File: src/rtl/uart_tx_sched.sv
// uart_tx_sched: shares one UART transmitter between NUM_REQ requesters.
// Captures one packet per grant and pulses the requester's ack. Drives the
// transmitter's data/send inputs. Holds send for two serial-clock periods,
// then blocks further grants until a full frame time has elapsed.
// Build option: define UART_SCHED_RR_EN for round-robin arbitration;
// without it the lowest asserted index wins.
module uart_tx_sched #(
   parameter int NUM_REQ         = 4,
   parameter int packetSize      = 16,
   parameter int cycleDiv        = 100,
   parameter int propDelayOffset = 1
) (
   input  logic                             clk,
   input  logic                             rstN,
   input  logic [NUM_REQ-1:0]               reqValid,
   input  logic [NUM_REQ*packetSize-1:0]    reqData,
   output logic [NUM_REQ-1:0]               reqAck,
   output logic [packetSize-1:0]            txData,
   output logic                             txSend,
   output logic                             busy,
   output logic [$clog2(NUM_REQ)-1:0]       gntIdx
);
   localparam int IW        = $clog2(NUM_REQ);
   localparam int HOLD_CYC  = 2 * cycleDiv;
   localparam int FRAME_CYC = (packetSize + propDelayOffset + 2) * cycleDiv;
   localparam int CW        = $clog2(FRAME_CYC + 1);
   localparam logic [CW-1:0] HOLD_C  = CW'(HOLD_CYC);
   localparam logic [CW-1:0] FRAME_C = CW'(FRAME_CYC);

   typedef enum logic [1:0] {IDLE, SEND, WAIT} state_t;

   state_t                 state_q, state_d;
   logic [CW-1:0]          cnt_q, cnt_d;
   logic [packetSize-1:0]  txData_q, txData_d;
   logic                   txSend_q, txSend_d;
   logic [NUM_REQ-1:0]     reqAck_q, reqAck_d;
   logic [IW-1:0]          gntIdx_q, gntIdx_d;

   logic                   win_found;
   logic [IW-1:0]          win_idx;
   logic [packetSize-1:0]  win_data;

`ifdef UART_SCHED_RR_EN
   logic [IW-1:0]          ptr_q, ptr_d;
   logic [IW:0]            cand;

   // Round-robin pick: scan from the pointer, wrapping modulo NUM_REQ
   always_comb begin
      win_found = 1'b0;
      win_idx   = '0;
      cand      = '0;
      for (int k = 0; k < NUM_REQ; k++) begin
         cand = {1'b0, ptr_q} + (IW+1)'(k);
         if (cand >= (IW+1)'(NUM_REQ)) begin
            cand = cand - (IW+1)'(NUM_REQ);
         end
         if (!win_found && reqValid[cand[IW-1:0]]) begin
            win_found = 1'b1;
            win_idx   = cand[IW-1:0];
         end
      end
   end
`else
   // Fixed-priority pick: the lowest asserted index wins
   always_comb begin
      win_found = 1'b0;
      win_idx   = '0;
      for (int k = 0; k < NUM_REQ; k++) begin
         if (!win_found && reqValid[k]) begin
            win_found = 1'b1;
            win_idx   = IW'(k);
         end
      end
   end
`endif

   // Select the winner's packet slice
   always_comb begin
      win_data = '0;
      for (int k = 0; k < NUM_REQ; k++) begin
         if (win_idx == IW'(k)) begin
            win_data = reqData[k*packetSize +: packetSize];
         end
      end
   end

   // Next-state and output logic: grant in IDLE, hold send, then wait out the frame
   always_comb begin
      state_d  = state_q;
      cnt_d    = cnt_q;
      txData_d = txData_q;
      txSend_d = txSend_q;
      reqAck_d = '0;
      gntIdx_d = gntIdx_q;
`ifdef UART_SCHED_RR_EN
      ptr_d    = ptr_q;
`endif
      case (state_q)
         IDLE: begin
            if (win_found) begin
               txData_d = win_data;
               for (int k = 0; k < NUM_REQ; k++) begin
                  reqAck_d[k] = (win_idx == IW'(k));
               end
               gntIdx_d = win_idx;
               txSend_d = 1'b1;
               cnt_d    = CW'(1);
               state_d  = SEND;
`ifdef UART_SCHED_RR_EN
               if (win_idx == IW'(NUM_REQ - 1)) begin
                  ptr_d = '0;
               end else begin
                  ptr_d = win_idx + IW'(1);
               end
`endif
            end
         end
         SEND: begin
            cnt_d = cnt_q + CW'(1);
            if (cnt_q == HOLD_C) begin
               txSend_d = 1'b0;
               state_d  = WAIT;
            end
         end
         WAIT: begin
            // The counter parks at zero on the way back to IDLE so it never wraps
            if (cnt_q == FRAME_C) begin
               cnt_d   = '0;
               state_d = IDLE;
            end else begin
               cnt_d = cnt_q + CW'(1);
            end
         end
         default: begin
            state_d = IDLE;
         end
      endcase
   end

   // State and output registers, cleared synchronously while rstN is low
   always_ff @(posedge clk) begin
      if (!rstN) begin
         state_q  <= IDLE;
         cnt_q    <= '0;
         txData_q <= '0;
         txSend_q <= 1'b0;
         reqAck_q <= '0;
         gntIdx_q <= '0;
`ifdef UART_SCHED_RR_EN
         ptr_q    <= '0;
`endif
      end else begin
         state_q  <= state_d;
         cnt_q    <= cnt_d;
         txData_q <= txData_d;
         txSend_q <= txSend_d;
         reqAck_q <= reqAck_d;
         gntIdx_q <= gntIdx_d;
`ifdef UART_SCHED_RR_EN
         ptr_q    <= ptr_d;
`endif
      end
   end

   assign reqAck = reqAck_q;
   assign txData = txData_q;
   assign txSend = txSend_q;
   assign gntIdx = gntIdx_q;
   assign busy   = (state_q != IDLE);

endmodule

File: config.mk
export PLATFORM = sky130hd
export DESIGN_NAME = uart_tx_sched
export DESIGN_NICKNAME = d
export VERILOG_FILES = /design/src/rtl/uart_tx_sched.sv
export SDC_FILE = /design/constraint.sdc
export NUM_CORES = 1
export LEC_CHECK = 0
export ABC_AREA = 1
export ABC_CLOCK_PERIOD_IN_PS = 1600
export CAP_MARGIN = 20
export CORE_MARGIN = 5
export CORE_UTILIZATION = 42
export CTS_BUF_LIST = sky130_fd_sc_hd__clkbuf_8
export CTS_CLUSTER_DIAMETER = 100
export DETAILED_ROUTE_END_ITERATION = 16
export PLACE_DENSITY = 0.81
export SETUP_SLACK_MARGIN = 0.5
export SKIP_LAST_GASP = 1
export SYNTH_ARGS = -nofsm -noshare
export SYNTH_HDL_FRONTEND = slang
export SYNTH_SLANG_ARGS = --single-unit
export TNS_END_PERCENT = 100
File: constraint.sdc
create_clock -name clk -period 1.6 [get_ports clk]
set_input_delay 0.16 -clock clk [delete_from_list [all_inputs] [get_ports clk]]
set_output_delay 0.16 -clock clk [all_outputs]
set_load 0.02 [all_outputs]
**After elaboration in Yosys (flattened, before gate mapping)**

Index checks and enable logic that the tools add are counted.

- Logic and storage cells: 54
- Register bits: 36

- Reductions and logical operators: 16
- $add $sub $neg: 1
- Muxes and demuxes: 21
- Equal/unequal tests: 10

Operators by type and width:

| kind | number |
|---|---|
| two-way mux 16 bit | 4 |
| case mux 11 bit (3 select lines) | 1 |
| two-way mux 11 bit | 2 |
| adder 11 x 1 -> 11 bit (second input constant) | 1 |
| == test 11 bit (second input constant) | 1 |
| == test 11 x 8 -> 1 bit (second input constant) | 1 |
| two-way mux 2 bit | 5 |
| AND reduction 3 bit | 3 |
| two-way mux 1 bit | 7 |
| == test 2 bit (second input constant) | 3 |
| inequality test 2 bit (second input constant) | 3 |
| case mux 2 bit (3 select lines) | 1 |
| == test 2 x 1 -> 1 bit (second input constant) | 2 |
| logical NOT 2 bit | 2 |
| AND reduction 2 bit | 2 |
| nonzero test 2 bit | 2 |
| logical AND 1 bit | 3 |
| logical NOT 1 bit | 3 |
| nonzero test 3 bit | 1 |
| case mux 1 bit (2 select lines) | 1 |

**Longest topological paths before layout**

- Depth after elaboration: 15
- Gate-level depth with buffers: 11

**Worst setup path before layout**

No wires, ideal clock.

- Path kind: reg2reg
- Start point: register state_q[0]
- End point: register cnt_q[6]
- Data arrival time: 1485 ps
- Stages on the path, launching flop included: 9
- Setup slack: 45 ps
- Clock period less this slack: 1555 ps
- Setup time: 70 ps
- Path through: dfxtp_1 inv_1 ha_1 inv_1 nand2_1 nand2_4 nand2_1 or2_2 a21oi_1

- Longest elaborated chain between the ends: 3
- Elaborated cells on any way between the ends: 7
- Classes of those cells: 3 x eq/ne; 1 x mux; 3 x reduce/logical

RTL lines:

| element | RTL line | RTL |
|---|---|---|
| start, declared | 32 | `state_t state_q, state_d;` |
| start signal, assigned | 153 | `state_q <= state_d;` |
| == test 2 bit, or another cell as far along | 98 | `case (state_q)` |
| nonzero test 3 bit (no line) or inequality test 2 bit (tied branches) | - |  |
| AND reduction 2 bit (no line) | - |  |
| end signal, assigned | 154 | `cnt_q <= cnt_d;` |
| end, declared | 33 | `logic [CW-1:0] cnt_q, cnt_d;` |

Parallel ways exist; a longest one is shown, timed or not.
A chain may end at the register's enable or synchronous reset.

**Worst setup path after layout**

- Start point: register cnt_q[1]
- End point: register state_q[0]

- Longest elaborated chain between the ends: 3
- Elaborated cells on any way between the ends: 5
- Classes of those cells: 4 x eq/ne; 1 x reduce/logical

RTL lines:

| element | RTL line |
|---|---|
| == test 11 bit or == test 11 x 8 -> 1 bit (tied branches) | 127, 120 |
| inequality test 2 bit (no line) | - |
| AND reduction 3 bit (no line) * | - |

Mark *: on every way between the ends. The rest lies on a longest branch, timed or not.

==> impl_metrics.tcl <==
set metrics [dict create \
    fin_setup_tns_ns 0 \
    grt_util_met1_pct 25.24 \
    cts.path.max_buffers 2 \
    met3_usage_pct 8.163 \
    top_usage_layer "met2" \
    synthesis.instances 293 \
    drt_wl_total_mm 7.512 \
    area_delta_synth_final_pct 79.11 \
    worst_pin_slew_ns 0.2828 \
    final_core_util_pct 76.40 \
    routedWlPerCell_um 15.85 \
    grt_first_pass_wirelength_mm 11.67 \
    diodes 0 \
    worstSetupEndpointType "register" \
    synth.net_count 368 \
    seqCellArea_um2 732.0 \
    reg2reg_to "state_q[0]$_SDFFE_PN0P_" \
    slew_headroom_pct 81.09 \
    drt_drc_violations_left 0 \
    drv_slew 0 \
    finalWeightedCongestion 0.8868 \
    grt_pass1_vias 2502 \
    p_per_area_nw_per_um2 1422 \
    routed_via_density 5.359 \
    hold_ws_ns 0.3749 \
    antenna_found_initial 0 \
    hold_end "reqAck[1]$_SDFF_PN0_" \
    start_kind "register" \
    cts_made_buffers 5 \
    port_buffers 93 \
    cp.required_ns 1.83 \
    grt_overflow 0 \
    start_util_pct 42.66 \
    ys_ff_latch 36 \
    ant_nets 0 \
    dp.cells 439 \
    rr_startpoint "cnt_q[1]$_SDFFE_PN0P_" \
    power_w 0.005065 \
    fmax_mhz 697.9 \
    synth_area_um2 1988 \
    min-delay-start "reqValid[0]" \
    dpl.hpwl_mm 5.121 \
    dieArea_um2 6209 \
    hold_viol 0 \
    ys_seq_area_share_pct 36.25 \
    post-route-period-util_pct 89.55 \
    final_common_cell "nand2_1" \
    hold-path-cell-count 5 \
    track_usage_pct 23.83 \
    multiInputGateArea_um2 1299 \
    use_met2_pct 42.70 \
    die_width_um 78.80 \
    synth.distinct_cells 28 \
    cp_max_fo 4 \
    final.setup_skew_ns 0.002502 \
    first_iter_violations 133 \
    peakVddDrop_v 0.0009323 \
    cts.sinks 36 \
    syn_avg_cell_area_um2 6.786 \
    htree_num_levels 2 \
    final_cell_mix "nand2_1 (86), clkdlybuf4s50_1 (65), dfxtp_1 (31), buf_4 (28), nor2_1 (24)" \
    rsz0062_at_grt "true" \
    fill_cells 319 \
    grt_max_degree 22 \
    reg2reg_slack_ns 0.17 \
    core_area_um2 4661 \
    vias 2540 \
    cts_tree "done" \
    p_leak_nw 1.466 \
    status "complete, no violations" \
    clkLatencyLatePin_ns 0.30 \
    nNetsFinal 495 \
    crit_type "reg -> reg" \
    clk_pin_slew_ns 0.07 \
    chipHeight_um 78.80 \
    root_buffer "clkbuf_8" \
    drtPass1Iterations 4 \
    min_path_type "in -> reg" \
    finalSetupViolCount 0 \
    io_pins 94 \
    fin_crit_ns 1.433 \
    r2r_cells 10 \
    yosysWarnings 0 \
    std_cell_rows 25 \
    worstPathArrival_ns 1.66 \
    drive_gt1_share_pct 29.76 \
    layoutNonFillerInstCount 474 \
    maxCapViolations 0 \
]
sequential cells by signal, indices dropped and copies added (netlist names):
register / cells
txSend: 1
cnt_q: 11
gntIdx: 2
txData: 16
state_q: 2
reqAck: 4
cells by family (layout without fill, tap and decap cells):
| family | count (synthesis) | count (layout) | share of synthesized area [%] |
|---|---|---|---|
| DFF | 36 | 36 | 36.25 |
| buffers and inverters | 38 | 165 | 8.622 |
| xor gates and xnor gates | 4 | 4 | 1.762 |
| AOI/OAI and AO/OA | 55 | 55 | 16.68 |
| adders and majority gates | 5 | 5 | 3.147 |
| and+or+nand+nor | 155 | 155 | 33.54 |
where the power goes:
group	internal, W	switching [W]
combinational	0.00142	0.00162
clock	0.000384	0.000336
sequential	0.00115	0.000161
metal layers:
metal	vias to the layer above	wire [um]
met5	-	0
met4	0	186
met3	17	746
met2	113	3786
met1	1187	2792
li1	1223	-
through the flow:
stage	worst slack, ns	area (um2)
after floorplan	0.3428	2064
after CTS	0.1944	3405
final	0.1672	3561
after global routing	0.1060	3561
after global placement	-0.01217	3083
after detailed placement	-0.06982	3083
final cells by class:
cell class	count	area share (%)
flip-flops and latches	36	20.56
inverters	28	3.584
clock buffers	7	2.706
repair buffers	130	34.79
well taps	54	1.897
multi-input cells	219	36.47
critical path, cell delays in order (launching register included):
cell	delay, ns
dfxtp_4	0.37
inv_2	0.07
ha_4	0.12
inv_2	0.04
nor3_2	0.10
nand2_1	0.11
o21ai_2	0.23
nand3_2	0.13
nand2_1	0.08
nand2_1	0.05
nor2_1	0.08
Yosys cell counts (all sizes together):
cell type | count | area, um2
nand2 | 96 | 380.4
dfxtp | 36 | 720.7
nor2 | 31 | 126.4
inv | 28 | 105.1
a21oi | 20 | 100.1
o21ai | 18 | 93.84
nand3 | 12 | 65.06
a41oi | 11 | 96.34
buf | 8 | 58.81
nand4 | 8 | 50.05
ha | 5 | 62.56
nor3 | 5 | 25.02
xor2 | 4 | 35.03
a31oi | 3 | 18.77
o211ai | 3 | 22.52
clkbuf | 2 | 7.510
and3 | 1 | 6.260
nand3b | 1 | 7.510
or2 | 1 | 6.260
how the worst max path moves through the flow:
stage / from / end / slack [ns]
4_1_cts: cnt_q[1]$_SDFFE_PN0P_ / state_q[0]$_SDFFE_PN0P_ / 0.19
2_1_floorplan: state_q[0]$_SDFFE_PN0P_ / cnt_q[6]$_SDFFE_PN0P_ / 0.34
5_1_grt: cnt_q[1]$_SDFFE_PN0P_ / state_q[0]$_SDFFE_PN0P_ / 0.11
3_3_place_gp: reqValid[0] / txData[5]$_SDFFE_PN0P_ / -0.01
6_report: cnt_q[1]$_SDFFE_PN0P_ / state_q[0]$_SDFFE_PN0P_ / 0.17
3_5_place_dp: reqValid[0] / txData[5]$_SDFFE_PN0P_ / -0.07
what timing repair did:
action                                  in CTS  in global routing
gates cloned                                 0                  2
setup buffers                               17                  9
hold buffers                                 0                  0
endpoints found under the setup margin      56                 48
pin swaps                                   14                 14
gates resized for setup                     90                 52
endpoints found under the hold margin        0                  0
Note: power is estimated with default switching activity, not from simulation.
